--- config.mk ---
export PLATFORM = sky130hd
export DESIGN_NAME = am_envelope_detect
export DESIGN_NICKNAME = d
export VERILOG_FILES = /design/src/rtl/am_envelope_detect.sv
export SDC_FILE = /design/constraint.sdc
export NUM_CORES = 1
export LEC_CHECK = 0
export CAP_MARGIN = 40
export CORE_MARGIN = 1
export CORE_UTILIZATION = 36
export DETAILED_ROUTE_END_ITERATION = 8
export PLACE_DENSITY = 0.6
export SLEW_MARGIN = 20
export SYNTH_ARGS = -nofsm -noshare
export SYNTH_HDL_FRONTEND = slang
export SYNTH_SLANG_ARGS = --single-unit
export TNS_END_PERCENT = 50
--- constraint.sdc ---
create_clock -name clk -period 5.6 [get_ports clk]
set_clock_uncertainty 0.15 [all_clocks]
set_input_delay 1.12 -clock clk [delete_from_list [all_inputs] [get_ports clk]]
set_output_delay 1.12 -clock clk [all_outputs]
set_load 0.03 [all_outputs]
--- src/rtl/am_envelope_detect.sv ---
// AM envelope detector: |din| -> windowed mean of DECIM samples -> 8-bit envelope.
// Optional DC-removal output stage enabled by defining AM_ENV_DCBLOCK_EN.
module am_envelope_detect #(
    parameter int DECIM    = 64,
    parameter int DC_SHIFT = 4
) (
    input  logic               clk,
    input  logic               rst,
    input  logic signed [15:0] din,
    input  logic               din_valid,
    output logic [7:0]         env,
    output logic               env_valid
);
    localparam int DATA_W = 16;
    localparam int MAG_W  = DATA_W - 1;
    localparam int LOG2D  = $clog2(DECIM);
    localparam int ACC_W  = MAG_W + LOG2D;
    localparam logic [LOG2D-1:0] CNT_LAST = LOG2D'(DECIM - 1);

    if (DECIM < 4 || DECIM > 1024 || (DECIM & (DECIM - 1)) != 0 ||
        DC_SHIFT < 0 || DC_SHIFT > 16) begin : g_bad_param
        $error("am_envelope_detect: DECIM must be a power of two in 4..1024, DC_SHIFT in 0..16");
    end

    // -32768 has no positive 16-bit counterpart, so it saturates to full scale.
    function automatic logic [MAG_W-1:0] abs_sat(input logic signed [DATA_W-1:0] x);
        logic signed [DATA_W-1:0] neg;
        neg = -x;
        if (x == {1'b1, {(DATA_W-1){1'b0}}})
            return {MAG_W{1'b1}};
        else if (x < 0)
            return neg[MAG_W-1:0];
        else
            return x[MAG_W-1:0];
    endfunction

    logic [MAG_W-1:0] mag_p0_q, mag_p0_d;
    logic             vld_p0_q, vld_p0_d;
    logic [ACC_W-1:0] acc_q, acc_d, sum_w;
    logic [LOG2D-1:0] cnt_q, cnt_d;
    logic [7:0]       mean8_p1_q, mean8_p1_d;
    logic             vld_p1_q, vld_p1_d;
    logic [7:0]       env_q, env_d;
    logic             env_vld_q, env_vld_d;

    always_comb begin
        mag_p0_d   = mag_p0_q;
        vld_p0_d   = din_valid;
        acc_d      = acc_q;
        cnt_d      = cnt_q;
        mean8_p1_d = mean8_p1_q;
        vld_p1_d   = 1'b0;
        if (din_valid)
            mag_p0_d = abs_sat(din);

        // stage 1 -> stage 2: accumulate; the window's last sample is folded into the mean directly
        sum_w = acc_q + ACC_W'(mag_p0_q);
        if (vld_p0_q) begin
            if (cnt_q == CNT_LAST) begin
                acc_d      = '0;
                cnt_d      = '0;
                mean8_p1_d = sum_w[ACC_W-1 -: 8];
                vld_p1_d   = 1'b1;
            end else begin
                acc_d = sum_w;
                cnt_d = cnt_q + LOG2D'(1);
            end
        end
    end

    always_ff @(posedge clk) begin
        if (rst) begin
            mag_p0_q   <= '0;
            vld_p0_q   <= 1'b0;
            acc_q      <= '0;
            cnt_q      <= '0;
            mean8_p1_q <= '0;
            vld_p1_q   <= 1'b0;
        end else begin
            mag_p0_q   <= mag_p0_d;
            vld_p0_q   <= vld_p0_d;
            acc_q      <= acc_d;
            cnt_q      <= cnt_d;
            mean8_p1_q <= mean8_p1_d;
            vld_p1_q   <= vld_p1_d;
        end
    end

`ifdef AM_ENV_DCBLOCK_EN
    function automatic logic [7:0] clamp_u8(input logic signed [10:0] v);
        if (v < 0)
            return 8'h00;
        else if (v > 11'sd255)
            return 8'hFF;
        else
            return v[7:0];
    endfunction

    // dc_q is signed 9.8 fixed point; its integer part lags one window behind the mean.
    logic [7:0]          mean8_p2_q, mean8_p2_d;
    logic                vld_p2_q, vld_p2_d;
    logic signed [16:0]  dc_q, dc_d;
    logic signed [17:0]  dc_diff;
    logic signed [10:0]  env_wide;

    always_comb begin
        mean8_p2_d = vld_p1_q ? mean8_p1_q : mean8_p2_q;
        vld_p2_d   = vld_p1_q;

        // stage 3 -> stage 4: subtract previous-window DC, re-centre at 128, update DC
        dc_diff  = $signed({2'b00, mean8_p2_q, 8'h00}) - $signed({dc_q[16], dc_q});
        env_wide = $signed({3'b000, mean8_p2_q}) - $signed({{2{dc_q[16]}}, dc_q[16:8]})
                   + 11'sd128;
        dc_d      = dc_q;
        env_d     = env_q;
        env_vld_d = vld_p2_q;
        if (vld_p2_q) begin
            env_d = clamp_u8(env_wide);
            dc_d  = dc_q + 17'(dc_diff >>> DC_SHIFT);
        end
    end

    always_ff @(posedge clk) begin
        if (rst) begin
            mean8_p2_q <= '0;
            vld_p2_q   <= 1'b0;
            dc_q       <= '0;
            env_q      <= '0;
            env_vld_q  <= 1'b0;
        end else begin
            mean8_p2_q <= mean8_p2_d;
            vld_p2_q   <= vld_p2_d;
            dc_q       <= dc_d;
            env_q      <= env_d;
            env_vld_q  <= env_vld_d;
        end
    end
`else
    always_comb begin
        // stage 2 -> output: env holds between pulses
        env_d     = vld_p1_q ? mean8_p1_q : env_q;
        env_vld_d = vld_p1_q;
    end

    always_ff @(posedge clk) begin
        if (rst) begin
            env_q     <= '0;
            env_vld_q <= 1'b0;
        end else begin
            env_q     <= env_d;
            env_vld_q <= env_vld_d;
        end
    end
`endif

    assign env       = env_q;
    assign env_valid = env_vld_q;

endmodule

==> qor.csv <==
metric,value,unit
Post-Synthesis Cell Area,3363,µm²
total power,1038,µW
# rows,34,
share of cells above drive strength 1,6.776,%
clk buf depth,2,
Leakage,0.001560,µW
root buf cell,clkbuf_8,
Rel. slew slack,45.52,%
fin. max-slew vios,0,
die span in x,98.66,µm
vias in the first global route,2626,
gr ovfl total,0,
Initial Utilization,37.83,%
Gate Count Post-Synth,401,
crit start category,primary input,
CTS Buf Count,9,
switching pwr,258.7,µW
RSZ-0062 raised after global routing,no,
Crit Path Class,in -> reg,
DRT Wirelength,7172,µm
Post-synth EDFFs,0,
worst skew pair latency,0.34,ns
total number of vias,2840,
period utilisation layout,53.31,%
Pint,779.4,µW
Die ar.,9733,µm²
io pins,28,
Clock Sinks,61,
fin crit period,2.985,ns
antenna violations before repair,0,
die height,98.66,µm
placed inst area,3721,µm²
synthesis-to-layout area growth,17.56,%
CP Data Required Time,5.71,ns
DRC,0,
final setup vio count,0,
Worst path max stage delay,0.44,ns
max cap viols,0,
syn_area_per_cell,8.387,µm²
final hold slack,0.3145,ns
Synth cell types,55,
syn nets,438,
final core utilization,44.47,%
Post-CTS Resized,0,
outcome,completed,
CP max FO,3,
DP Wirelength,5429,µm
Top delay family on crit path,simple AND/OR/NAND/NOR gates,
Main synth FF type,dfxtp_1,
final instance area,3954,µm²
Seq pwr share,44.3,%
drt first pass iters,4,
"Reg clk slew, reported paths",0.07,ns
Synth top cells by count,"nor2_1, dfxtp_1, nand2_1",
combinational share of power,12.3,%
FMAX,335.0,MHz
hold crit path type,reg -> reg,
GP Congestion,0.8197,
GRT Overall Usage,15.79,%
crit path cell chain,"clkdlybuf4s50_1, inv_1, ha_1, nand2_1, or2_1, or4_1, o31ai_1, xor2_1, a211oi_1",
Post-synth ARST share,0,%
Max IR drop VDD,0.1487,mV
number of synthesized register bits,61,
"Seq/Total Area, Yosys",36.31,%
initial drt markers,127,
largest net degree at the start of global routing,29,
yosys warns,0,
H-tree depth,3,
CTS tree,yes,
Switching Fraction,24.92,%
CP max-delay cell,clkdlybuf4s50_1,
P per Cell Area,262.6,nW/µm²
most numerous cell in the Yosys netlist,nor2_1,
via-per-instance ratio,5.299,
Slew @ Worst Pin,0.8142,ns
setup tns final,0,ns
postcts setup bufs,0,
cell taking the most area after synthesis,dfxtp_1,
Core ar.,8891,µm²
leading post-synthesis cells by cell area,"dfxtp_1, nor2_1, ha_1",
"Hold-fix buffers, CTS",0,
fillcell total,874,
post-synth top area share,36.31,%
Routed Antenna Nets,0,
first-pass GRT wire length,12190,µm
antenna diode count,0,
WP buf/inv,2,
"Arr. time, crit path",3.09,ns
routed len/inst,13.38,µm
Critical Path End Type,register,
final hold violation count,0,
IO Port Bufs,27,
Clock power frac,43.4,%
NumNets Final,460,
## worst register-to-register path, delay by kind of cell (launching register included)
family | cells | cell delay (ns)
XOR/XNOR | 1 | 0.13
AND/OR/NAND/NOR | 3 | 0.58
flip-flops | 1 | 0.33
adder cells (fa/ha/maj) | 2 | 0.66
AO/OA/AOI/OAI | 3 | 0.74
## area by class of cell
cell class / count / area [µm²] / area share (%)
multi-input cells: 313 / 2034 / 51.46
flip-flops and latches: 61 / 1221 / 30.89
repair buffers: 28 / 292.8 / 7.405
clock buffers: 11 / 151.4 / 3.829
well taps: 108 / 135.1 / 3.418
clock inverters: 5 / 81.33 / 2.057
inverters: 10 / 37.54 / 0.9494
## registers in the layout, indices dropped and copies added (netlist names)
register    count
acc_q          21
cnt_q           6
env             8
env_valid       1
env_vld_d       1
mag_p0_q       15
mean8_p1_q      8
vld_p0_q        1
## cells by family after synthesis
group	share of synthesized area, %
flops	36.31
xor+xnor	8.073
buf+inv	3.199
fa+ha+maj	6.920
mux	2.679
compound gates	22.43
simple gates	20.39
## through the flow
stage	setup WS, ns	std cells
floorplan	2.817	401
global placement	2.272	519
detailed placement	2.252	520
CTS	2.607	536
global route	2.447	536
finish	2.615	536
## worst paths after layout
kind,cells past startpoint,startpoint,slack (ns),endpoint
min reg2reg,2,mean8_p1_q[3],0.31,mean8_p1_q[3]
min,2,mean8_p1_q[3],0.31,mean8_p1_q[3]
max,9,din[0],2.61,mag_p0_q[10]
max reg2reg,9,mag_p0_q[0],2.93,mean8_p1_q[7]
## power by group through the flow
stage / Combinational (µW) / Clock (µW) / Sequential, µW
after floorplan: 91.9 / 0 / 465
after global placement: 124 / 0 / 469
after detailed placement: 128 / 0 / 470
after CTS: 129 / 461 / 460
after global routing: 144 / 482 / 462
final: 128 / 450 / 460
## placed cells by master (no fill, tap or decap), types with 14 or more instances in the layout
| master | n |
|---|---|
| xor2_1 | 17 |
| a211oi_1 | 20 |
| ha_1 | 17 |
| a21oi_1 | 23 |
| nor2_1 | 63 |
| nand2_1 | 28 |
| xnor2_1 | 14 |
| dfxtp_1 | 61 |
| clkdlybuf4s50_1 | 26 |
| o21ai_0 | 18 |
## routing by layer
metal  vias up  track usage (%)  share of wire (%)
met5         -                0                  0
met4         0            5.166                1.3
li1       1476                -                  -
met3         8            4.255                4.1
met2        44            25.51                 44
met1      1312            20.47                 50
(Power assumes the default switching activity.)
